==> src/rtl/control_pkg.sv <==
// Shared encodings for the multicycle control FSM and its output decoder.
// RV_CSR_EN enables the CSR class; when undefined code[9] is an illegal class.
package control_pkg;

  localparam logic [2:0] ST_FETCH  = 3'd0;
  localparam logic [2:0] ST_DECODE = 3'd1;
  localparam logic [2:0] ST_EXEC   = 3'd2;
  localparam logic [2:0] ST_MEM    = 3'd3;
  localparam logic [2:0] ST_WB     = 3'd4;
  localparam logic [2:0] ST_HALT   = 3'd5;

  localparam int unsigned CODE_J     = 0;
  localparam int unsigned CODE_JALR  = 1;
  localparam int unsigned CODE_LUI   = 2;
  localparam int unsigned CODE_AUIPC = 3;
  localparam int unsigned CODE_B     = 4;
  localparam int unsigned CODE_R     = 5;
  localparam int unsigned CODE_S     = 6;
  localparam int unsigned CODE_I     = 7;
  localparam int unsigned CODE_LOAD  = 8;
  localparam int unsigned CODE_CSR   = 9;

  localparam logic [1:0] PC_SEL_PC4  = 2'b00;
  localparam logic [1:0] PC_SEL_IMM  = 2'b01;
  localparam logic [1:0] PC_SEL_JALR = 2'b10;

  localparam logic [1:0] ALU_A_RS1  = 2'b00;
  localparam logic [1:0] ALU_A_PC   = 2'b01;
  localparam logic [1:0] ALU_A_ZERO = 2'b10;

  localparam logic ALU_B_RS2 = 1'b0;
  localparam logic ALU_B_IMM = 1'b1;

  localparam logic [1:0] WB_SEL_ALU = 2'b00;
  localparam logic [1:0] WB_SEL_MEM = 2'b01;
  localparam logic [1:0] WB_SEL_PC4 = 2'b10;
  localparam logic [1:0] WB_SEL_CSR = 2'b11;

  typedef struct packed {
    logic       mem_req;
    logic       mem_we;
    logic       mem_addr_sel;
    logic       ir_load;
    logic       pc_load;
    logic [1:0] pc_sel;
    logic [1:0] alu_a_sel;
    logic       alu_b_sel;
    logic       reg_write;
    logic [1:0] wb_sel;
    logic       csr_we;
  } ctrl_t;

  // A class word is legal when exactly one supported class bit is set.
  function automatic logic code_legal(input logic [9:0] c);
    int unsigned n = 0;
    for (int i = 0; i < 10; i++) begin
      n = n + 32'(c[i]);
    end
`ifndef RV_CSR_EN
    if (c[CODE_CSR]) return 1'b0;
`endif
    return n == 1;
  endfunction

endpackage

==> src/rtl/control_out_decode.sv <==
// Combinational map from FSM state and class word to datapath control strobes.
// CSR strobes exist only when RV_CSR_EN is defined.
module control_out_decode
  import control_pkg::*;
(
  input  logic [2:0] i_state,
  input  logic [9:0] i_code,
  input  logic       i_branch_taken,
  input  logic       i_mem_ready,
  output ctrl_t      o_ctrl
);

  always_comb begin
    o_ctrl = '0;
    case (i_state)
      ST_FETCH: begin
        o_ctrl.mem_req      = 1'b1;
        o_ctrl.mem_addr_sel = 1'b0;
        o_ctrl.ir_load      = i_mem_ready;
      end
      ST_EXEC: begin
        unique case (1'b1)
          i_code[CODE_R]: begin
            o_ctrl.alu_a_sel = ALU_A_RS1;
            o_ctrl.alu_b_sel = ALU_B_RS2;
          end
          i_code[CODE_I], i_code[CODE_LOAD], i_code[CODE_S]: begin
            o_ctrl.alu_a_sel = ALU_A_RS1;
            o_ctrl.alu_b_sel = ALU_B_IMM;
          end
          i_code[CODE_LUI]: begin
            o_ctrl.alu_a_sel = ALU_A_ZERO;
            o_ctrl.alu_b_sel = ALU_B_IMM;
          end
          i_code[CODE_AUIPC]: begin
            o_ctrl.alu_a_sel = ALU_A_PC;
            o_ctrl.alu_b_sel = ALU_B_IMM;
          end
          i_code[CODE_B]: begin
            o_ctrl.alu_a_sel = ALU_A_RS1;
            o_ctrl.alu_b_sel = ALU_B_RS2;
            o_ctrl.pc_load   = 1'b1;
            o_ctrl.pc_sel    = i_branch_taken ? PC_SEL_IMM : PC_SEL_PC4;
          end
          i_code[CODE_J]: begin
            o_ctrl.reg_write = 1'b1;
            o_ctrl.wb_sel    = WB_SEL_PC4;
            o_ctrl.pc_load   = 1'b1;
            o_ctrl.pc_sel    = PC_SEL_IMM;
          end
          i_code[CODE_JALR]: begin
            o_ctrl.reg_write = 1'b1;
            o_ctrl.wb_sel    = WB_SEL_PC4;
            o_ctrl.pc_load   = 1'b1;
            o_ctrl.pc_sel    = PC_SEL_JALR;
          end
          i_code[CODE_CSR]: begin
`ifdef RV_CSR_EN
            o_ctrl.csr_we    = 1'b1;
            o_ctrl.alu_a_sel = ALU_A_RS1;
`endif
          end
          default: ;
        endcase
      end
      ST_MEM: begin
        o_ctrl.mem_req      = 1'b1;
        o_ctrl.mem_addr_sel = 1'b1;
        o_ctrl.mem_we       = i_code[CODE_S];
        // A completing store retires here; loads still need WB.
        if (i_code[CODE_S] && i_mem_ready) begin
          o_ctrl.pc_load = 1'b1;
          o_ctrl.pc_sel  = PC_SEL_PC4;
        end
      end
      ST_WB: begin
        o_ctrl.reg_write = 1'b1;
        o_ctrl.pc_load   = 1'b1;
        o_ctrl.pc_sel    = PC_SEL_PC4;
        if (i_code[CODE_LOAD]) begin
          o_ctrl.wb_sel = WB_SEL_MEM;
`ifdef RV_CSR_EN
        end else if (i_code[CODE_CSR]) begin
          o_ctrl.wb_sel = WB_SEL_CSR;
`endif
        end else begin
          o_ctrl.wb_sel = WB_SEL_ALU;
        end
      end
      default: ;
    endcase
  end

endmodule

==> src/rtl/multicycle_control.sv <==
// Multi-cycle RV64 control FSM: state register, memory wait counter, sticky fault.
// Build with RV_CSR_EN defined to accept the CSR class.
module multicycle_control
  import control_pkg::*;
#(
  parameter int unsigned MEM_TIMEOUT = 16
) (
  input  logic       clk,
  input  logic       reset,
  input  logic [9:0] code,
  input  logic       branch_taken,
  input  logic       mem_ready,
  output logic       mem_req,
  output logic       mem_we,
  output logic       mem_addr_sel,
  output logic       ir_load,
  output logic       pc_load,
  output logic [1:0] pc_sel,
  output logic [1:0] alu_a_sel,
  output logic       alu_b_sel,
  output logic       reg_write,
  output logic [1:0] wb_sel,
  output logic       csr_we,
  output logic       fault,
  output logic [2:0] state
);

  localparam int unsigned CntW = (MEM_TIMEOUT > 1) ? $clog2(MEM_TIMEOUT + 1) : 1;

  logic [2:0]      r_state;
  logic [2:0]      w_state_d;
  logic [CntW-1:0] r_cnt;
  logic [CntW-1:0] w_cnt_d;
  logic            r_fault;
  logic            w_fault_d;
  ctrl_t           w_dec;
  ctrl_t           w_ctrl;
  logic            w_wait;
  logic            w_timeout;

  control_out_decode u_out_decode (
    .i_state        (r_state),
    .i_code         (code),
    .i_branch_taken (branch_taken),
    .i_mem_ready    (mem_ready),
    .o_ctrl         (w_dec)
  );

  assign w_wait    = w_dec.mem_req && !mem_ready;
  assign w_timeout = (MEM_TIMEOUT != 0) && w_wait &&
                     (r_cnt == CntW'(MEM_TIMEOUT - 1));

  always_comb begin
    w_state_d = r_state;
    case (r_state)
      ST_FETCH: begin
        if (mem_ready)      w_state_d = ST_DECODE;
        else if (w_timeout) w_state_d = ST_HALT;
      end
      ST_DECODE: w_state_d = code_legal(code) ? ST_EXEC : ST_HALT;
      ST_EXEC: begin
        if (code[CODE_LOAD] || code[CODE_S]) begin
          w_state_d = ST_MEM;
        end else if (code[CODE_B] || code[CODE_J] || code[CODE_JALR]) begin
          w_state_d = ST_FETCH;
        end else begin
          w_state_d = ST_WB;
        end
      end
      ST_MEM: begin
        if (mem_ready)      w_state_d = code[CODE_LOAD] ? ST_WB : ST_FETCH;
        else if (w_timeout) w_state_d = ST_HALT;
      end
      ST_WB:   w_state_d = ST_FETCH;
      default: w_state_d = ST_HALT;
    endcase
  end

  // The wait counter restarts on every state change so FETCH and MEM budgets are independent.
  always_comb begin
    if (w_state_d != r_state) w_cnt_d = '0;
    else if (w_wait)          w_cnt_d = r_cnt + CntW'(1);
    else                      w_cnt_d = r_cnt;
  end

  assign w_fault_d = r_fault || (w_state_d == ST_HALT);

  always_ff @(posedge clk or posedge reset) begin
    if (reset) begin
      r_state <= ST_FETCH;
      r_cnt   <= '0;
      r_fault <= 1'b0;
    end else begin
      r_state <= w_state_d;
      r_cnt   <= w_cnt_d;
      r_fault <= w_fault_d;
    end
  end

  // Reset forces every strobe low combinationally, so an abort drops them at once.
  assign w_ctrl = reset ? '0 : w_dec;

  assign mem_req      = w_ctrl.mem_req;
  assign mem_we       = w_ctrl.mem_we;
  assign mem_addr_sel = w_ctrl.mem_addr_sel;
  assign ir_load      = w_ctrl.ir_load;
  assign pc_load      = w_ctrl.pc_load;
  assign pc_sel       = w_ctrl.pc_sel;
  assign alu_a_sel    = w_ctrl.alu_a_sel;
  assign alu_b_sel    = w_ctrl.alu_b_sel;
  assign reg_write    = w_ctrl.reg_write;
  assign wb_sel       = w_ctrl.wb_sel;
  assign csr_we       = w_ctrl.csr_we;
  assign fault        = r_fault;
  assign state        = r_state;

endmodule

==> config.mk <==
export PLATFORM = sky130hd
export DESIGN_NAME = multicycle_control
export DESIGN_NICKNAME = d
export VERILOG_FILES = /design/src/rtl/control_pkg.sv /design/src/rtl/control_out_decode.sv /design/src/rtl/multicycle_control.sv
export SDC_FILE = /design/constraint.sdc
export NUM_CORES = 1
export LEC_CHECK = 0
export CAP_MARGIN = 30
export CORE_AREA = 5 5 60 62
export DETAILED_ROUTE_END_ITERATION = 10
export DIE_AREA = 0 0 65 67
export MAX_ROUTING_LAYER = met4
export RECOVER_POWER = 100
export SYNTH_ARGS = -nofsm -noshare
export SYNTH_HDL_FRONTEND = slang
export SYNTH_HIERARCHICAL = 1
export SYNTH_SLANG_ARGS = --single-unit
==> constraint.sdc <==
create_clock -name clk -period 1.9 [get_ports clk]
set_input_delay 0.38 -clock clk [delete_from_list [all_inputs] [get_ports clk]]
set_output_delay 0.38 -clock clk [all_outputs]
set_load 0.005 [all_outputs]
==> flow_summary.yaml <==
yosys:
  syn_area_mm2: 0.00102
  synth_common_cells: "nor2b_1 (18), inv_1 (12), nor2_1 (12)"
  postSynthCellCount: 125
  synth_edf_count: 0
  yosys.area.top_type: "dfrtp_1"
  synth_area_leaders: "dfrtp_1 (22%), fa_1 (12%), nor2b_1 (11%)"
  syn-num-nets: 149
  ys_seq_area_share_pct: 22.2
  avgSynthCellArea_um2: 8.13
  synth_top_flop_cell: "dfrtp_1"
  synth_cell_type_count: 43
  synth.top_cell.area_share_pct: 22.2
  ys_warn_count: 6
  synth_most_common_cell: "nor2b_1"
  async_reset_ff_share_pct: 100
  synth-seq-cells: 9
routing:
  via_count: 1036
  dr.pass1.iters: 4
  detail-route-antenna-nets: 0
  drt_wl_total_um: 2720
  wl_per_cell_um: 12.9
  drt_iter0_drc: 33
  drc: 0
  vias_per_cell: 4.93
die:
  io_pins: 32
  fp.dieH_um: 67
  rows: 20
  die_width_um: 65
  die_area_mm2: 0.00436
  fp.coreArea_mm2: 0.00298
  start_util_pct: 34.1
critical_path:
  worst_setup_path_start_kind: "primary input"
  worstPathArrival_ps: 3660
  endpoint_kind: "flip-flop"
  slowest_stage: "fa_1"
  criticalPathCategory: "in -> reg"
  required_ps: 2060
  worstPathCellList: "buf_8, fa_1, fa_1, inv_1, fa_1, inv_1, ha_2, inv_2, fa_2, a2111o_1, a211o_1, buf_4, buf_6, a31oi_4, o21ai_2"
  crit_path_max_incr_delay_ps: 550
  path_buf_inv: 6
  crit_top_cell: "fa_1"
  crit_family: "adder cells"
  crit_fanout: 2
clocking:
  path_clk_slew_ps: 70
  htreeDepth: 1
  postCtsHoldBufs: 0
  cts_tree: "built"
  worst_skew_pair.late_latency_ps: 270
  cts_buffer_depth: 2
  cts_buffers: 3
  cts_root_buffer: "clkbuf_4"
  clock-sinks: 9
status:
  violations: "setup timing"
  outcome: "finished, violations left"
run:
  maxCapViolCount: 0
sta:
  slew_violations: 0
  period_needed_ps: 3510
  worst_pin_slew_ps: 585
  max_freq_mhz: 285
  fin_skew_ps: 6.37
  relSlewSlack_pct: 61.0
  setup_slack_ps: -1610
  setup_violations: 17
  hold_viol: 0
  post-route-period-util_pct: 184
  rsz0062_at_grt: "yes"
min_path:
  min_path_type: "reg -> reg"
pwr:
  p_leak_nw: 0.690
  ir_drop_uv: 309
  power.density_mw_per_mm2: 371
  p_total_uw: 587
global_route:
  grt_pass1_wl_um: 4490
  grt_max_degree: 16
  antenna_found_initial: 0
  overflow: 0
  grt_pass1_vias: 1031
  grt_usage_pct: 13.5
place:
  place_area_mm2: 0.00146
  gp_congestion: 0.746
  dp_slack_ps: -2310
  portBuffers: 30
  dpl.hpwl_um: 2110
  place_inst: 201
layout:
  diodes: 0
  area_delta_synth_final_pct: 55.5
  design_area_mm2: 0.00158
  drive_above_1_share_pct: 28.2
  fin_nets: 202
  fillers: 281
  final_cells: 210
[placed cells by master (no fill, tap or decap), types with 2 or more instances in the layout]
cell type        count
nand2_1              6
and2_1               4
dlygate4sd3_1        2
xor2_1               3
dlygate4sd2_1        6
nor3_1               3
ha_1                 3
nor2_1              12
buf_4               12
nor2b_1             16
clkdlybuf4s50_1     14
clkbuf_1             3
clkbuf_4             5
buf_6                7
a21oi_1              4
nand2b_1             2
a21oi_2              2
inv_1               11
o21ai_0              2
nand3_1              2
and3_1               3
a31oi_1              2
fa_1                 5
buf_2                5
dfrtp_1              8
[cells by family after synthesis]
group	synth area share, %
AND/OR/NAND/NOR	34.1
XOR/XNOR	3.45
other	0.369
adder cells (fa/ha/maj)	16.7
multiplexers	0.985
AO/OA/AOI/OAI	13.5
flip-flops	22.2
buffers and inverters	8.62
[metrics by stage]
step	util (%)	hold slack, ps	setup TNS, ps
5_1_grt	53.1	546	-12370
4_1_cts	50.2	527	-8890
2_1_floorplan	-	421	-5980
3_3_place_gp	49.1	476	-12360
3_5_place_dp	49.1	496	-12550
6_report	53.1	532	-10520
[area by class of cell]
class | instances | area, µm² | area share [%]
multi-input combinational | 98 | 768 | 48.6
timing repair buffer | 54 | 473 | 29.9
sequential | 9 | 226 | 14.3
inverter | 12 | 45.0 | 2.85
tap | 33 | 41.3 | 2.61
clock buffer | 4 | 26.3 | 1.66
[where the power goes]
part	switching, mW	internal (mW)
sequential	0	0.191
combinational	0.117	0.123
clock	0.0746	0.0812
[per-layer routing]
| metal | up-vias | track usage (%) | part of all wire [%] |
|---|---|---|---|
| li1 | 516 | - | - |
| met2 | 30 | 22.1 | 49 |
| met4 | 0 | 5.80 | 0.99 |
| met1 | 486 | 16.6 | 47 |
| met5 | - | - | 0 |
| met3 | 4 | 1.69 | 3.2 |
[state kept, by name, indices dropped and copies added (netlist names)]
name / cells
state: 3
r_cnt: 5
fault: 1
[timing repair]
item	CTS	global route
endpoints found under the hold margin	0	0
setup endpoints to repair	18	23
pin swaps	7	3
setup buffers	0	5
gates resized for setup	42	16
[worst paths after layout]
kind | from | to | slack [ps] | depth (start not counted)
min in group asynchronous | reset | state[2]$_DFF_PP0_ | 890 | 3
worst min-delay path | fault$_DFF_PP0_ | fault$_DFF_PP0_ | 530 | 2
worst max register to register | state[1]$_DFF_PP0_ | fault$_DFF_PP0_ | 50 | 8
max in group asynchronous | reset | state[0]$_DFF_PP0_ | 720 | 3
worst max-delay path | code[5] | fault$_DFF_PP0_ | -1610 | 15
worst min register to register | fault$_DFF_PP0_ | fault$_DFF_PP0_ | 530 | 2
[worst register-to-register path, stage by stage (launching register included)]
cell	delay, ps
dfrtp_1	480
clkbuf_4	180
xor2_1	130
nor2_1	120
clkbuf_1	160
a21oi_1	110
a221o_1	270
and3_1	190
o21ai_2	150
Power figures use the tool's default switching activity.
